**src/rtl/pdh_axi_pkg.sv**
```systemverilog
// pdh_axi_pkg: AXI encodings and write-FSM state shared by
// axi_wr_responder and dma_controller.
package pdh_axi_pkg;

   localparam logic [1:0] AXI_BURST_FIXED = 2'b00;
   localparam logic [1:0] AXI_BURST_INCR  = 2'b01;
   localparam logic [1:0] AXI_BURST_WRAP  = 2'b10;

   localparam logic [1:0] AXI_RESP_OKAY   = 2'b00;
   localparam logic [1:0] AXI_RESP_SLVERR = 2'b10;

   localparam logic [2:0] AXI_SIZE_8B     = 3'b011;

   typedef enum logic [1:0] {
      WR_IDLE = 2'd0,
      WR_DATA = 2'd1,
      WR_RESP = 2'd2
   } wr_state_e;

endpackage

```
**src/rtl/axi_wr_responder.sv**
```systemverilog
// axi_wr_responder: single-outstanding AXI write slave that
// turns INCR bursts into registered 64-bit memory writes.
module axi_wr_responder
   import pdh_axi_pkg::*;
#(
   parameter logic [31:0] BASE_ADDR   = 32'h1000_0000,
   parameter int          DEPTH_WORDS = 2048
) (
   input  logic                           aclk,
   input  logic                           rst_i,
   input  logic [31:0]                    s_axi_awaddr,
   input  logic                           s_axi_awvalid,
   output logic                           s_axi_awready,
   input  logic [3:0]                     s_axi_awlen,
   input  logic [2:0]                     s_axi_awsize,
   input  logic [1:0]                     s_axi_awburst,
   input  logic [63:0]                    s_axi_wdata,
   input  logic [7:0]                     s_axi_wstrb,
   input  logic                           s_axi_wvalid,
   output logic                           s_axi_wready,
   input  logic                           s_axi_wlast,
   output logic                           s_axi_bvalid,
   input  logic                           s_axi_bready,
   output logic [1:0]                     s_axi_bresp,
   output logic                           mem_we_o,
   output logic [$clog2(DEPTH_WORDS)-1:0] mem_addr_o,
   output logic [63:0]                    mem_wdata_o,
   output logic [7:0]                     mem_wstrb_o,
   output logic [15:0]                    err_cnt_o
);

   localparam int          AW      = $clog2(DEPTH_WORDS);
   localparam logic [31:0] DEPTH_L = 32'(DEPTH_WORDS);

   wr_state_e     state_q, state_d;
   logic [AW-1:0] base_q, base_d;
   logic [3:0]    len_q, len_d;
   logic [3:0]    beat_q, beat_d;
   logic          bad_q, bad_d;
   logic          err_q, err_d;
   logic          ovr_q, ovr_d;
   logic          bvalid_q, bvalid_d;
   logic [1:0]    bresp_q, bresp_d;
   logic          we_q, we_d;
   logic [AW-1:0] maddr_q, maddr_d;
   logic [63:0]   wdata_q, wdata_d;
   logic [7:0]    wstrb_q, wstrb_d;
   logic [15:0]   ecnt_q, ecnt_d;

   logic [31:0]   off;
   logic [31:0]   widx;
   logic [31:0]   last_idx;
   logic          aw_bad;
   logic          aw_hs;
   logic          w_hs;
   logic          b_hs;
   logic          early;
   logic          missing;

   // Legality of the incoming AW, evaluated on the live channel
   always_comb begin
      off      = s_axi_awaddr - BASE_ADDR;
      widx     = off >> 3;
      last_idx = widx + 32'(s_axi_awlen);
      aw_bad   = (s_axi_awsize != AXI_SIZE_8B)
              || (s_axi_awburst != AXI_BURST_INCR)
              || (s_axi_awaddr[2:0] != 3'b000)
              || (s_axi_awaddr < BASE_ADDR)
              || (last_idx >= DEPTH_L);
   end

   assign s_axi_awready = (state_q == WR_IDLE) && !rst_i;
   assign s_axi_wready  = (state_q == WR_DATA) && !rst_i;
   assign s_axi_bvalid  = bvalid_q && !rst_i;
   assign s_axi_bresp   = rst_i ? 2'b00 : bresp_q;

   assign aw_hs = s_axi_awready && s_axi_awvalid;
   assign w_hs  = s_axi_wready && s_axi_wvalid;
   assign b_hs  = s_axi_bvalid && s_axi_bready;

   // ovr_q marks beats past awlen: accepted, never written
   assign early   = s_axi_wlast && (beat_q < len_q) && !ovr_q;
   assign missing = !s_axi_wlast && (beat_q == len_q) && !ovr_q;

   always_comb begin
      state_d  = state_q;
      base_d   = base_q;
      len_d    = len_q;
      beat_d   = beat_q;
      bad_d    = bad_q;
      err_d    = err_q;
      ovr_d    = ovr_q;
      bvalid_d = bvalid_q;
      bresp_d  = bresp_q;
      we_d     = 1'b0;
      maddr_d  = maddr_q;
      wdata_d  = wdata_q;
      wstrb_d  = wstrb_q;
      ecnt_d   = ecnt_q;
      unique case (state_q)
         WR_IDLE: begin
            if (aw_hs) begin
               base_d  = widx[AW-1:0];
               len_d   = s_axi_awlen;
               beat_d  = 4'd0;
               bad_d   = aw_bad;
               err_d   = aw_bad;
               ovr_d   = 1'b0;
               state_d = WR_DATA;
            end
         end
         WR_DATA: begin
            if (w_hs) begin
               beat_d  = beat_q + 4'd1;
               we_d    = !bad_q && !ovr_q;
               maddr_d = base_q + AW'(beat_q);
               wdata_d = s_axi_wdata;
               wstrb_d = s_axi_wstrb;
               if (early || missing) begin
                  err_d = 1'b1;
               end
               if (missing) begin
                  ovr_d = 1'b1;
               end
               if (s_axi_wlast) begin
                  state_d = WR_RESP;
               end
            end
         end
         WR_RESP: begin
            // bvalid rises one cycle into RESP so bresp is a clean register
            if (!bvalid_q) begin
               bvalid_d = 1'b1;
               bresp_d  = err_q ? AXI_RESP_SLVERR : AXI_RESP_OKAY;
            end else if (b_hs) begin
               bvalid_d = 1'b0;
               bresp_d  = AXI_RESP_OKAY;
               state_d  = WR_IDLE;
               if (err_q && (ecnt_q != 16'hFFFF)) begin
                  ecnt_d = ecnt_q + 16'd1;
               end
            end
         end
         default: begin
            state_d = WR_IDLE;
         end
      endcase
   end

   always_ff @(posedge aclk) begin
      if (rst_i) begin
         state_q  <= WR_IDLE;
         base_q   <= '0;
         len_q    <= '0;
         beat_q   <= '0;
         bad_q    <= 1'b0;
         err_q    <= 1'b0;
         ovr_q    <= 1'b0;
         bvalid_q <= 1'b0;
         bresp_q  <= '0;
         we_q     <= 1'b0;
         maddr_q  <= '0;
         wdata_q  <= '0;
         wstrb_q  <= '0;
         ecnt_q   <= '0;
      end else begin
         state_q  <= state_d;
         base_q   <= base_d;
         len_q    <= len_d;
         beat_q   <= beat_d;
         bad_q    <= bad_d;
         err_q    <= err_d;
         ovr_q    <= ovr_d;
         bvalid_q <= bvalid_d;
         bresp_q  <= bresp_d;
         we_q     <= we_d;
         maddr_q  <= maddr_d;
         wdata_q  <= wdata_d;
         wstrb_q  <= wstrb_d;
         ecnt_q   <= ecnt_d;
      end
   end

   assign mem_we_o    = we_q && !rst_i;
   assign mem_addr_o  = rst_i ? '0 : maddr_q;
   assign mem_wdata_o = rst_i ? '0 : wdata_q;
   assign mem_wstrb_o = rst_i ? '0 : wstrb_q;
   assign err_cnt_o   = rst_i ? '0 : ecnt_q;

endmodule

```
**config.mk**
```make
export PLATFORM = sky130hd
export DESIGN_NAME = axi_wr_responder
export DESIGN_NICKNAME = d
export VERILOG_FILES = /design/src/rtl/pdh_axi_pkg.sv /design/src/rtl/axi_wr_responder.sv
export SDC_FILE = /design/constraint.sdc
export NUM_CORES = 1
export LEC_CHECK = 0
export ABC_AREA = 1
export BUFFER_PORTS_ARGS = -buffer_cell sky130_fd_sc_hd__buf_4
export CORE_UTILIZATION = 47
export DETAILED_ROUTE_END_ITERATION = 8
export PLACE_DENSITY = 0.84
export RECOVER_POWER = 25
export SLEW_MARGIN = 30
export SYNTH_ARGS = -nofsm -noshare
export SYNTH_HDL_FRONTEND = slang
export SYNTH_SLANG_ARGS = --single-unit
export TNS_END_PERCENT = 5
```
**constraint.sdc**
```tcl
create_clock -name aclk -period 2.65 [get_ports aclk]
set_input_delay 0.1325 -clock aclk [delete_from_list [all_inputs] [get_ports aclk]]
set_output_delay 0.1325 -clock aclk [all_outputs]
set_load 0.005 [all_outputs]
```
==> metrics.cfg <==
[placement]
finalWeightedCongestion=0.9376
place_ws_ns=0.3309
placed_cells=1343
io_buffers=222
placed_area_um2=8297
hpwl_um=13160

[finish]
fin_util_pct=68.13
fin_cells=1407
synthToLayoutAreaGrowth_pct=39.90
antenna_cells=0
nets=1357
finalInstanceArea_um2=9130
drive_above_1_share_pct=21.53

[grt]
gr-total-overflow=0
grt.total_usage_pct=26.80
antenna_found_initial=0
grt_max_degree=95
grt_pass1_wl_um=30590
grt_pass1_vias=6505

[synthesis]
ys_seq_area_share_pct=38.65
yosysMostFrequentCell=nor2_1
synth_fp_nets=1118
ys_seq_elements=126
syn-instance-count=981
avgSynthCellArea_um2=6.653
yosysUniqueCellTypes=46
yosysTopAreaCellShare_pct=38.65
async_flop_share_pct=0
synthTopCellsByArea=dfxtp_1 (39%), nor2_1 (10%), inv_1 (9.7%)
ys.flop_type=dfxtp_1
mappedNetlistArea_um2=6526
yosys.area.top_type=dfxtp_1
ys_top_cells_by_count=nor2_1 (176), inv_1 (168), nand2_1 (134), dfxtp_1 (126), o21ai_0 (108)
ys_warn_count=0
synth_edf_count=0

[timing]
rsz0062_at_grt=false
maxSlewHeadroom_pct=39.22
finalCritPeriodShare_pct=90.81
layout_setup_ws_ns=0.2435
finClkSkew_ns=0.01253
hold_viol_final=0
setup-tns-final_ns=0
setup_violations=0
whs_ns=0.009168
max_slew.worst_pin.slew_ns=0.9116
fmax_ghz=0.4155
min_period_ns=2.407
drv_slew=0

[detailed_routing]
vias_per_cell=5.075
drc=0
wl_um=19180
dr.pass1.iters=5
drt_iter0_drc=525
final_antenna_net_count=0
detail_route.wl_per_cell_um=13.63
vias=7140

[setup_path]
crit_required_ns=2.95
crit_fanout=4
crit_type=reg -> reg
crit_path_top_delay_cell=fa_1
critPathMaxStageDelay_ns=0.41
arrival_ns=2.71
crit_path_start_kind=flop
worstPathCellList=ha_1, inv_1, fa_1, o21ai_1, nand2_1, nor2_1, nand2_1, nor2_1, nand2_1, nor2_1, xor2_1, o21ai_0, inv_1
end_kind=flop

[clocking]
htreeDepth=4
path_clk_slew_ns=0.05
cts_tree=done
cts_num_sinks=126
insertion_delay_ns=0.42
root_buffer=clkbuf_16
cts_setup_buffers=0
cts_buffer_depth=2
numCtsBuffers=17

[power]
swShare_pct=23.97
p_int_mw=3.719
p_leak_nw=4.041
power_mw=4.892
seqPwrFrac_pct=41.1
comb_power_share_pct=13.1
switching_power_mw=1.173
pwr-share-clk_pct=45.8
ir_worst_vdd_mv=0.4490
powerDensity_nw_per_um2=535.8

[die]
die_h_um=119.8
num_rows=42
dieArea_um2=14360
io_pins=224
start_util_pct=48.70
die_w_um=119.8
core_um2=13400

[run_status]
status=finished clean

[hold_path]
hold_path.class=in -> reg

[flow_run]
max_cap_viol_count=0

-- area by class of cell --
class / count / area, um2
Inverter: 175 / 660.6
Fill cell: 1148 / 4270
Tap cell: 176 / 220.2
Clock buffer: 22 / 444.2
Multi-Input combinational cell: 638 / 3171
Timing Repair Buffer: 262 / 1994
Clock inverter: 8 / 117.6
Sequential cell: 126 / 2522
-- power by group through the flow --
stage / registers, mW / clock network [mW] / logic [mW]
floorplan: 2.04 / 0 / 0.323
global placement: 2.04 / 0 / 0.579
finish: 2.01 / 2.24 / 0.640
detailed placement: 2.05 / 0 / 0.590
global route: 2.01 / 2.37 / 0.710
CTS: 2.01 / 2.28 / 0.637
-- layer usage --
layer  up-vias  share of wire (%)  global-route usage (%)
met5         -                  0                       0
met4         0                2.8                   11.72
met3        40                6.0                   6.559
met2       296                 51                   48.16
met1      3232                 40                   29.80
li1       3572                  -                       -
-- placed cells by master (no fill, tap or decap), drive strengths merged, types with 3 or more instances in the layout --
cell type,Yosys,layout
o21ai,113,113
clkbuf,32,74
xor2,5,5
inv,173,172
nand3,33,33
buf,10,176
nor3b,5,5
ha,16,16
a22o,4,4
a21oi,93,93
nor2,185,185
o31ai,4,4
nand4,12,12
nor3,13,13
dfxtp,126,126
bufinv,0,3
nand2,137,137
clkinv,2,7
nor4,3,3
dlygate4sd3,0,34
-- cells by family after synthesis --
group                    Yosys count  share of synthesized area (%)
other                              1                        0.05746
buffers and inverters            217                          12.67
XOR/XNOR                           7                         0.9394
AO/OA/AOI/OAI                    221                          17.79
adder cells (fa/ha/maj)           18                          3.681
AND/OR/NAND/NOR                  391                          26.21
flip-flops                       126                          38.65
-- state kept, by name (all words and copies together), names as in the netlist --
signal / count
bad_q: 1
base_q: 11
bresp_q: 1
maddr_q: 11
ecnt_q: 16
beat_q: 4
state_q: 2
bvalid_q: 1
we_q: 1
len_q: 4
wstrb_q: 8
ovr_q: 1
wdata_q: 64
err_q: 1
-- timing repair --
action                                  in CTS  in global routing
endpoints found under the hold margin       33                  1
gates resized for setup                      0                  1
endpoints found under the setup margin       0                  1
hold buffers                                33                  1
-- worst max-delay path: cells and delay by family, from the launching register on --
kind                     cells  cell delay [ns]
AO/OA/AOI/OAI                2             0.37
buffers and inverters        2             0.11
AND/OR/NAND/NOR              6             0.73
XOR/XNOR                     1             0.10
flip-flops                   1             0.38
adder cells (fa/ha/maj)      2             0.61
-- final timing paths --
check / startpoint / endpoint / slack, ns / cells past startpoint
hold / removal: s_axi_wstrb[0] / wstrb_q[0]$_SDFFE_PP0P_ / 0.009 / 3
setup reg to reg: beat_q[0]$_SDFFE_PP0P_ / maddr_q[10]$_SDFFE_PP0P_ / 0.24 / 13
hold reg to reg: wdata_q[9]$_SDFFE_PP0P_ / wdata_q[9]$_SDFFE_PP0P_ / 0.45 / 2
setup / recovery: beat_q[0]$_SDFFE_PP0P_ / maddr_q[10]$_SDFFE_PP0P_ / 0.24 / 13
Power figures use the tool's default switching activity.
